[src/rtl/instruction_queue_pkg.sv]
// Shared types for the IR-to-IQ path: machine-wide sizing constants and the
// decoded control word carried through the issue queue.
package rv32i_types;
    localparam int IQ_DEPTH = 8;
endpackage

package tomasula_types;
    typedef struct packed {
        logic [6:0]  opcode;
        logic [2:0]  funct3;
        logic [6:0]  funct7;
        logic [4:0]  rd;
        logic [4:0]  rs1;
        logic [4:0]  rs2;
        logic [31:0] imm;
    } ctl_word;

    typedef logic iq_entry_valid;

    localparam int CTL_WORD_W = $bits(ctl_word);
endpackage

[src/rtl/instruction_queue_iq_storage.sv]
// Entry array for the issue queue: one synchronous write port, one
// asynchronous read port, data left unreset since validity lives in the count.
module iq_storage
    import tomasula_types::*;
#(
    parameter int DEPTH = 8
) (
    input  logic                     clk,
    input  logic                     wr_en,
    input  logic [$clog2(DEPTH)-1:0] wr_addr,
    input  ctl_word                  wr_data,
    input  logic [$clog2(DEPTH)-1:0] rd_addr,
    output ctl_word                  rd_data
);

    ctl_word mem_r [DEPTH];

    // Write the accepted word into its slot.
    always_ff @(posedge clk) begin
        if (wr_en) begin
            mem_r[wr_addr] <= wr_data;
        end
    end

    assign rd_data = mem_r[rd_addr];

endmodule

[src/rtl/instruction_queue.sv]
// In-order issue queue between the IR and dispatch: accepts control words on
// ld_iq with a one-cycle ack, drains head-first, and empties on flush.
module instruction_queue
    import tomasula_types::*;
#(
    parameter int DEPTH = rv32i_types::IQ_DEPTH
) (
    input  logic    clk,
    input  logic    rst_n,
    input  ctl_word control_word,
    input  logic    ld_iq,
    output logic    issue_q_full_n,
    output logic    ack_o,
    input  logic    flush_i,
    input  logic    deq_i,
    output logic    deq_valid_o,
    output ctl_word deq_ctl_o
);

    localparam int PTR_W = $clog2(DEPTH);
    localparam int CNT_W = PTR_W + 1;

    localparam logic [CNT_W-1:0] FULL_COUNT = CNT_W'(DEPTH);
    localparam logic [CNT_W-1:0] CNT_ZERO   = {CNT_W{1'b0}};
    localparam logic [CNT_W-1:0] CNT_ONE    = {{(CNT_W-1){1'b0}}, 1'b1};
    localparam logic [PTR_W-1:0] PTR_ZERO   = {PTR_W{1'b0}};
    localparam logic [PTR_W-1:0] PTR_ONE    = {{(PTR_W-1){1'b0}}, 1'b1};

    logic [PTR_W-1:0] head_r;
    logic [PTR_W-1:0] tail_r;
    logic [CNT_W-1:0] count_r;
    logic [CNT_W-1:0] count_next_s;
    logic             ack_r;
    logic             full_n_r;
    logic             acc_s;
    logic             pop_s;

    // Space is judged on the pre-edge count, so a pop from full cannot
    // make room for a same-cycle load.
    assign acc_s = ld_iq & (count_r != FULL_COUNT) & ~flush_i;
    assign pop_s = deq_i & (count_r != CNT_ZERO) & ~flush_i;

    // Occupancy after this edge from the accept/pop pair.
    always_comb begin
        count_next_s = count_r;
        case ({acc_s, pop_s})
            2'b10:   count_next_s = count_r + CNT_ONE;
            2'b01:   count_next_s = count_r - CNT_ONE;
            default: count_next_s = count_r;
        endcase
    end

    // Pointers, occupancy and the registered handshake outputs.
    always_ff @(posedge clk or negedge rst_n) begin
        if (!rst_n) begin
            head_r   <= PTR_ZERO;
            tail_r   <= PTR_ZERO;
            count_r  <= CNT_ZERO;
            ack_r    <= 1'b0;
            full_n_r <= 1'b1;
        end else if (flush_i) begin
            head_r   <= PTR_ZERO;
            tail_r   <= PTR_ZERO;
            count_r  <= CNT_ZERO;
            ack_r    <= 1'b0;
            full_n_r <= 1'b1;
        end else begin
            if (acc_s) begin
                tail_r <= tail_r + PTR_ONE;
            end
            if (pop_s) begin
                head_r <= head_r + PTR_ONE;
            end
            count_r  <= count_next_s;
            ack_r    <= acc_s;
            full_n_r <= (count_next_s != FULL_COUNT);
        end
    end

    iq_storage #(
        .DEPTH (DEPTH)
    ) u_storage (
        .clk     (clk),
        .wr_en   (acc_s),
        .wr_addr (tail_r),
        .wr_data (control_word),
        .rd_addr (head_r),
        .rd_data (deq_ctl_o)
    );

    assign ack_o          = ack_r;
    assign issue_q_full_n = full_n_r;
    assign deq_valid_o    = (count_r != CNT_ZERO);

endmodule

[config.mk]
export PLATFORM = sky130hd
export DESIGN_NAME = instruction_queue
export DESIGN_NICKNAME = d
export VERILOG_FILES = /design/src/rtl/instruction_queue_pkg.sv /design/src/rtl/instruction_queue_iq_storage.sv /design/src/rtl/instruction_queue.sv
export SDC_FILE = /design/constraint.sdc
export NUM_CORES = 1
export LEC_CHECK = 0
export ABC_CLOCK_PERIOD_IN_PS = 13950
export CAP_MARGIN = 25
export CORE_ASPECT_RATIO = 0.5
export CORE_MARGIN = 2
export CORE_UTILIZATION = 57
export DETAILED_ROUTE_END_ITERATION = 12
export PLACE_DENSITY = 0.77
export REMOVE_ABC_BUFFERS = 1
export SLEW_MARGIN = 20
export SYNTH_ARGS = -nofsm -noshare
export SYNTH_HDL_FRONTEND = slang
export SYNTH_SLANG_ARGS = --single-unit
[constraint.sdc]
create_clock -name clk -period 13.95 [get_ports clk]
set_input_delay 4.185 -clock clk [delete_from_list [all_inputs] [get_ports clk]]
set_output_delay 4.185 -clock clk [all_outputs]
set_load 0.1 [all_outputs]
== Yosys cells after proc, flatten, opt, wreduce, memory -nomap -nowiden ==
Memory sizes are Yosys's and may differ from the RTL's.
Cells that the tools add are included.
Storage, ports and cells
  bits in registers: 12
  bits in writable memories: 512
  input bits: 69
  logic and storage cells: 32
  memories kept: 1
Memory list
  u_storage.mem_r: depth 8, width 64, rd ports 1, clocked after memory_dff 0, wr ports 1, RTL line instruction_queue_iq_storage.sv:16  | ctl_word mem_r [DEPTH];
Cells by class
  add/subtract/negate cells: 4
  equal/unequal tests: 4
  muxes and demuxes: 10
  bitwise logic cells: 5
  reductions and logical operators: 3
Operators with widths (count)
  3-bit two-way mux: 4
  4-bit inequality test (second input constant): 2
  4-bit case mux with 2 select lines: 1
  3-bit by 1-bit adder with 3-bit output (second input constant): 2
  4-bit by 1-bit adder with 4-bit output (second input constant): 1
  1-bit bitwise AND: 4
  1-bit two-way mux: 4
  4-bit two-way mux: 1
  2-bit nonzero test: 2
  4-bit nonzero test: 1
  4-bit by 1-bit subtractor with 4-bit output (second input constant): 1
  2-bit by 1-bit == test with 1-bit output (second input constant): 1
  2-bit == test (second input constant): 1
  1-bit NOT: 1

== Longest topological paths before layout ==
  depth in word-level cells: 7
  gate-level depth with buffers: 10
  depth with buffers taken out: 10

== Hierarchy ==
Synthesis repeated with hierarchy kept, for this count alone.
Unflattened totals
  cell total of the unflattened synthesis: 817
  area total of the unflattened synthesis: 19944.1 um^2
By module, submodules not included
  iq_storage: times used 1, cells an instance 752, area each 19266.0 um^2, sequential area each 15374.7 um^2
  instruction_queue: times used 1, cells an instance 65, area each 678.2 um^2, sequential area each 301.5 um^2

== Least setup slack after synthesis ==
Ideal clock, no wire load.
  path kind: input-to-reg
  from: input port flush_i
  to: memory u_storage.mem_r[0][0] (netlist bit), enable pin
  setup time: 0.565 ns
  data arrival time: 8.895 ns
  setup slack: 4.491 ns
  stages: 3
  buffers on the path: 0
  cells stage by stage: and3b_1 > nand2b_1 > nor3_1
On the way
  word-level cells in the longest chain between the ends: 4
Ends and longest elaborated chain
  start: declaration: RTL line instruction_queue.sv:14  | input logic flush_i,
  1-bit NOT: RTL line instruction_queue.sv:40  | assign acc_s = ld_iq & (count_r != FULL_COUNT) & ~flush_i;
  1-bit bitwise AND: RTL line instruction_queue.sv:40
  1-bit two-way mux: RTL line instruction_queue_iq_storage.sv:20  | if (wr_en) begin
  1-bit two-way mux (implied by the code): RTL line instruction_queue_iq_storage.sv:21  | mem_r[wr_addr] <= wr_data;
  end: declaration: RTL line instruction_queue_iq_storage.sv:16
No other way between the ends.

==> impl_metrics.json <==
{
  "synth-xor-area-share": 0.00351,
  "p_int_mw": 2.60,
  "required_ns": 9.76,
  "drv_slew": 0,
  "fin_util": 0.674,
  "worstPathArrival_ns": 4.30,
  "yosysWarnings": 0,
  "crit_path_start_kind": "register",
  "dieHeight_um": 136,
  "multi_input_area_um2": 4090,
  "clock_path_buffers": 3,
  "layout-drive-gt1-share": 0.273,
  "cts_sinks": 524,
  "synth_cells": 820,
  "grtUsageTotal": 0.209,
  "clkPwrFrac": 0.337,
  "grt_pass1_vias": 9281,
  "postSynthAreaPerCell_um2": 24.3,
  "synth_top_area_frac": 0.771,
  "antenna_found_initial": 1,
  "synth_top_area_cell": "edfxtp_1",
  "clk_pin_slew_worst_paths_ns": 0.06,
  "place_congestion": 0.727,
  "pwr-share-comb": 0.159,
  "dieArea_um2": 36600,
  "gr-total-overflow": 0,
  "p_seq_frac": 0.504,
  "fin_hold_ws_ns": 0.616,
  "die_w_um": 269,
  "detail_route.wl_per_cell_um": 24.7,
  "start_util": 0.579,
  "row_count": 48,
  "crit_fanout": 70,
  "setup_viol_count_final": 0,
  "ctsHoldBuffers": 0,
  "period_minus_slack_ns": 8.49,
  "synth_compound_area_frac": 0.00226,
  "syn_to_final_growth_pct": 16.5,
  "boundaryPins": 136,
  "drv_cap": 0,
  "synth-simple-area-share": 0.0110,
  "design.core.area_um2": 34500,
  "drt_iter0_markers": 619,
  "grt_max_degree": 115,
  "swShare": 0.260,
  "htreeDepth": 2,
  "vias": 8814,
  "cts_root_buffer": "clkbuf_16",
  "numPortBuffers": 135,
  "seq_area_um2": 15700,
  "ys_top_cells_by_area": "edfxtp_1 77%, mux4_2 14%, mux2_2 3.6%, dfrtp_1 1.4%, buf_6 0.62%",
  "insertion_delay_ns": 0.56,
  "cts_resized": 0,
  "cts_made_buffers": 45,
  "yosysSeqAreaShare": 0.786,
  "hold_path.class": "register to register",
  "tritoncts": "done",
  "outcome": "complete, no violations",
  "synth_area_um2": 19900,
  "finalHoldViolCount": 0,
  "finalCritPeriodShare": 0.608,
  "max_freq_ghz": 0.118,
  "finClkSkew_ns": 0.0197,
  "synth_top_family_by_area": "multiplexers",
  "tns_ns": 0,
  "yosysUniqueCellTypes": 34,
  "wirelength_um": 36800,
  "avgViaCountPerCell": 5.92,
  "max_slew_margin": 0.277,
  "critical_path_class": "register to output port",
  "hpwlAfterDp_um": 19200,
  "endpoint_kind": "output port",
  "p_sw_mw": 0.913,
  "ant_nets": 0,
  "grt_pass1_wl_um": 55900,
  "post-route-drc-count": 0,
  "final_nets": 1052,
  "power_density_nw_per_um2": 151,
  "synth_seq_cells": 524,
  "postCtsSetupBuffers": 0,
  "synth_mux_area_frac": 0.182,
  "static-leakage-power_nw": 7.15,
  "rsz0062_at_grt": "false",
  "tightest_slew_ns": 1.08,
  "synth_fa_ha_area_frac": 0.00314,
  "dr.pass1.iters": 5,
  "vdd_drop_max_mv": 0.100,
  "fillers": 2083
}
metal layers:
layer	track usage	vias to the layer above	share of wire
met5	0	-	0
met1	0.286	4707	0.41
met3	0.0355	53	0.049
met4	0.0605	0	0.021
met2	0.351	244	0.52
li1	-	3810	-
area by class of cell:
type / instances / area share
clock inverter: 28 / 0.00819
tap: 475 / 0.0256
inverter: 1 / 0.000162
multi-input combinational: 258 / 0.176
clock buffer: 54 / 0.0518
sequential: 524 / 0.675
antenna: 1 / 0.000108
timing repair buffer: 148 / 0.0631
cells by family after synthesis:
logic type | after synthesis
DFF | 524
buffers and inverters | 38
xor gates and xnor gates | 8
AOI/OAI and AO/OA | 7
muxes | 195
adders and majority gates | 5
and+or+nand+nor | 43
state kept, by name, indices dropped and copies added (netlist names):
name / flops
ack_o: 1
head_r: 3
tail_r: 3
count_r: 4
issue_q_full_n: 1
u_storage.mem_r: 512
metrics by stage:
stage	power (mW)	setup slack [ns]	cell area, um^2	cells
2_1_floorplan	2.26	3.64	19700	783
3_3_place_gp	2.36	6.03	21800	1405
3_5_place_dp	2.37	6.02	21800	1405
4_1_cts	3.54	5.44	23200	1487
5_1_grt	3.62	5.35	23200	1489
6_report	3.51	5.46	23200	1489
cell usage after synthesis (all sizes together):
library cell    n
nand3b          1
nand2           5
nor3            2
mux4          128
mux2i           3
o211ai          1
mux2           64
or2b            1
or4             1
ha              5
and3            1
o22ai           1
inv             1
and3b           1
buf            28
xnor2           2
or2             1
o21a            1
nor2           19
a22o            1
a21oi           3
edfxtp        512
nor2b           1
nand3           2
xor2            6
clkbuf          9
dfstp           1
or4b            2
nor4b           1
dfrtp          11
nand2b          5
worst max-delay path: stages, from the launching register on:
cell and delay [ns]:
dfrtp_4 1.01, buf_4 0.92, mux4_2 0.43, mux2_2 0.28, clkdlybuf4s50_1 1.00
cell usage in the layout (no fill, tap or decap), drive strengths merged, types with 2 or more instances in the layout:
master / instances
edfxtp: 512
nand2: 5
nor3: 2
mux2i: 3
a21oi: 3
nor2: 19
dfrtp: 11
xnor2: 2
ha: 5
buf: 13
nand3: 2
mux4: 128
bufinv: 2
clkdlybuf4s50: 135
clkbuf: 54
xor2: 6
clkinv: 23
nand2b: 5
inv: 2
clkinvlp: 2
or4b: 2
mux2: 64
power groups by stage:
stage | Clock [mW] | Combinational [mW] | Sequential (mW)
2_1_floorplan | 0 | 0.424 | 1.83
3_3_place_gp | 0 | 0.556 | 1.80
3_5_place_dp | 0 | 0.561 | 1.81
4_1_cts | 1.21 | 0.564 | 1.77
5_1_grt | 1.27 | 0.582 | 1.77
6_report | 1.18 | 0.558 | 1.77
final timing paths:
path / start / end / slack (ns) / cells after the start
setup / recovery: head_r[1] / deq_ctl_o[21] / 5.46 / 4
hold reg to reg: tail_r[0] / tail_r[0] / 0.62 / 2
max in group asynchronous: rst_n / head_r[2] / 9.51 / 1
min in group asynchronous: rst_n / tail_r[2] / 4.00 / 1
setup reg to reg: count_r[0] / u_storage.mem_r[0][34] / 10.84 / 6
hold / removal: tail_r[0] / tail_r[0] / 0.62 / 2
No activity file was read; power rests on OpenSTA's default activity.
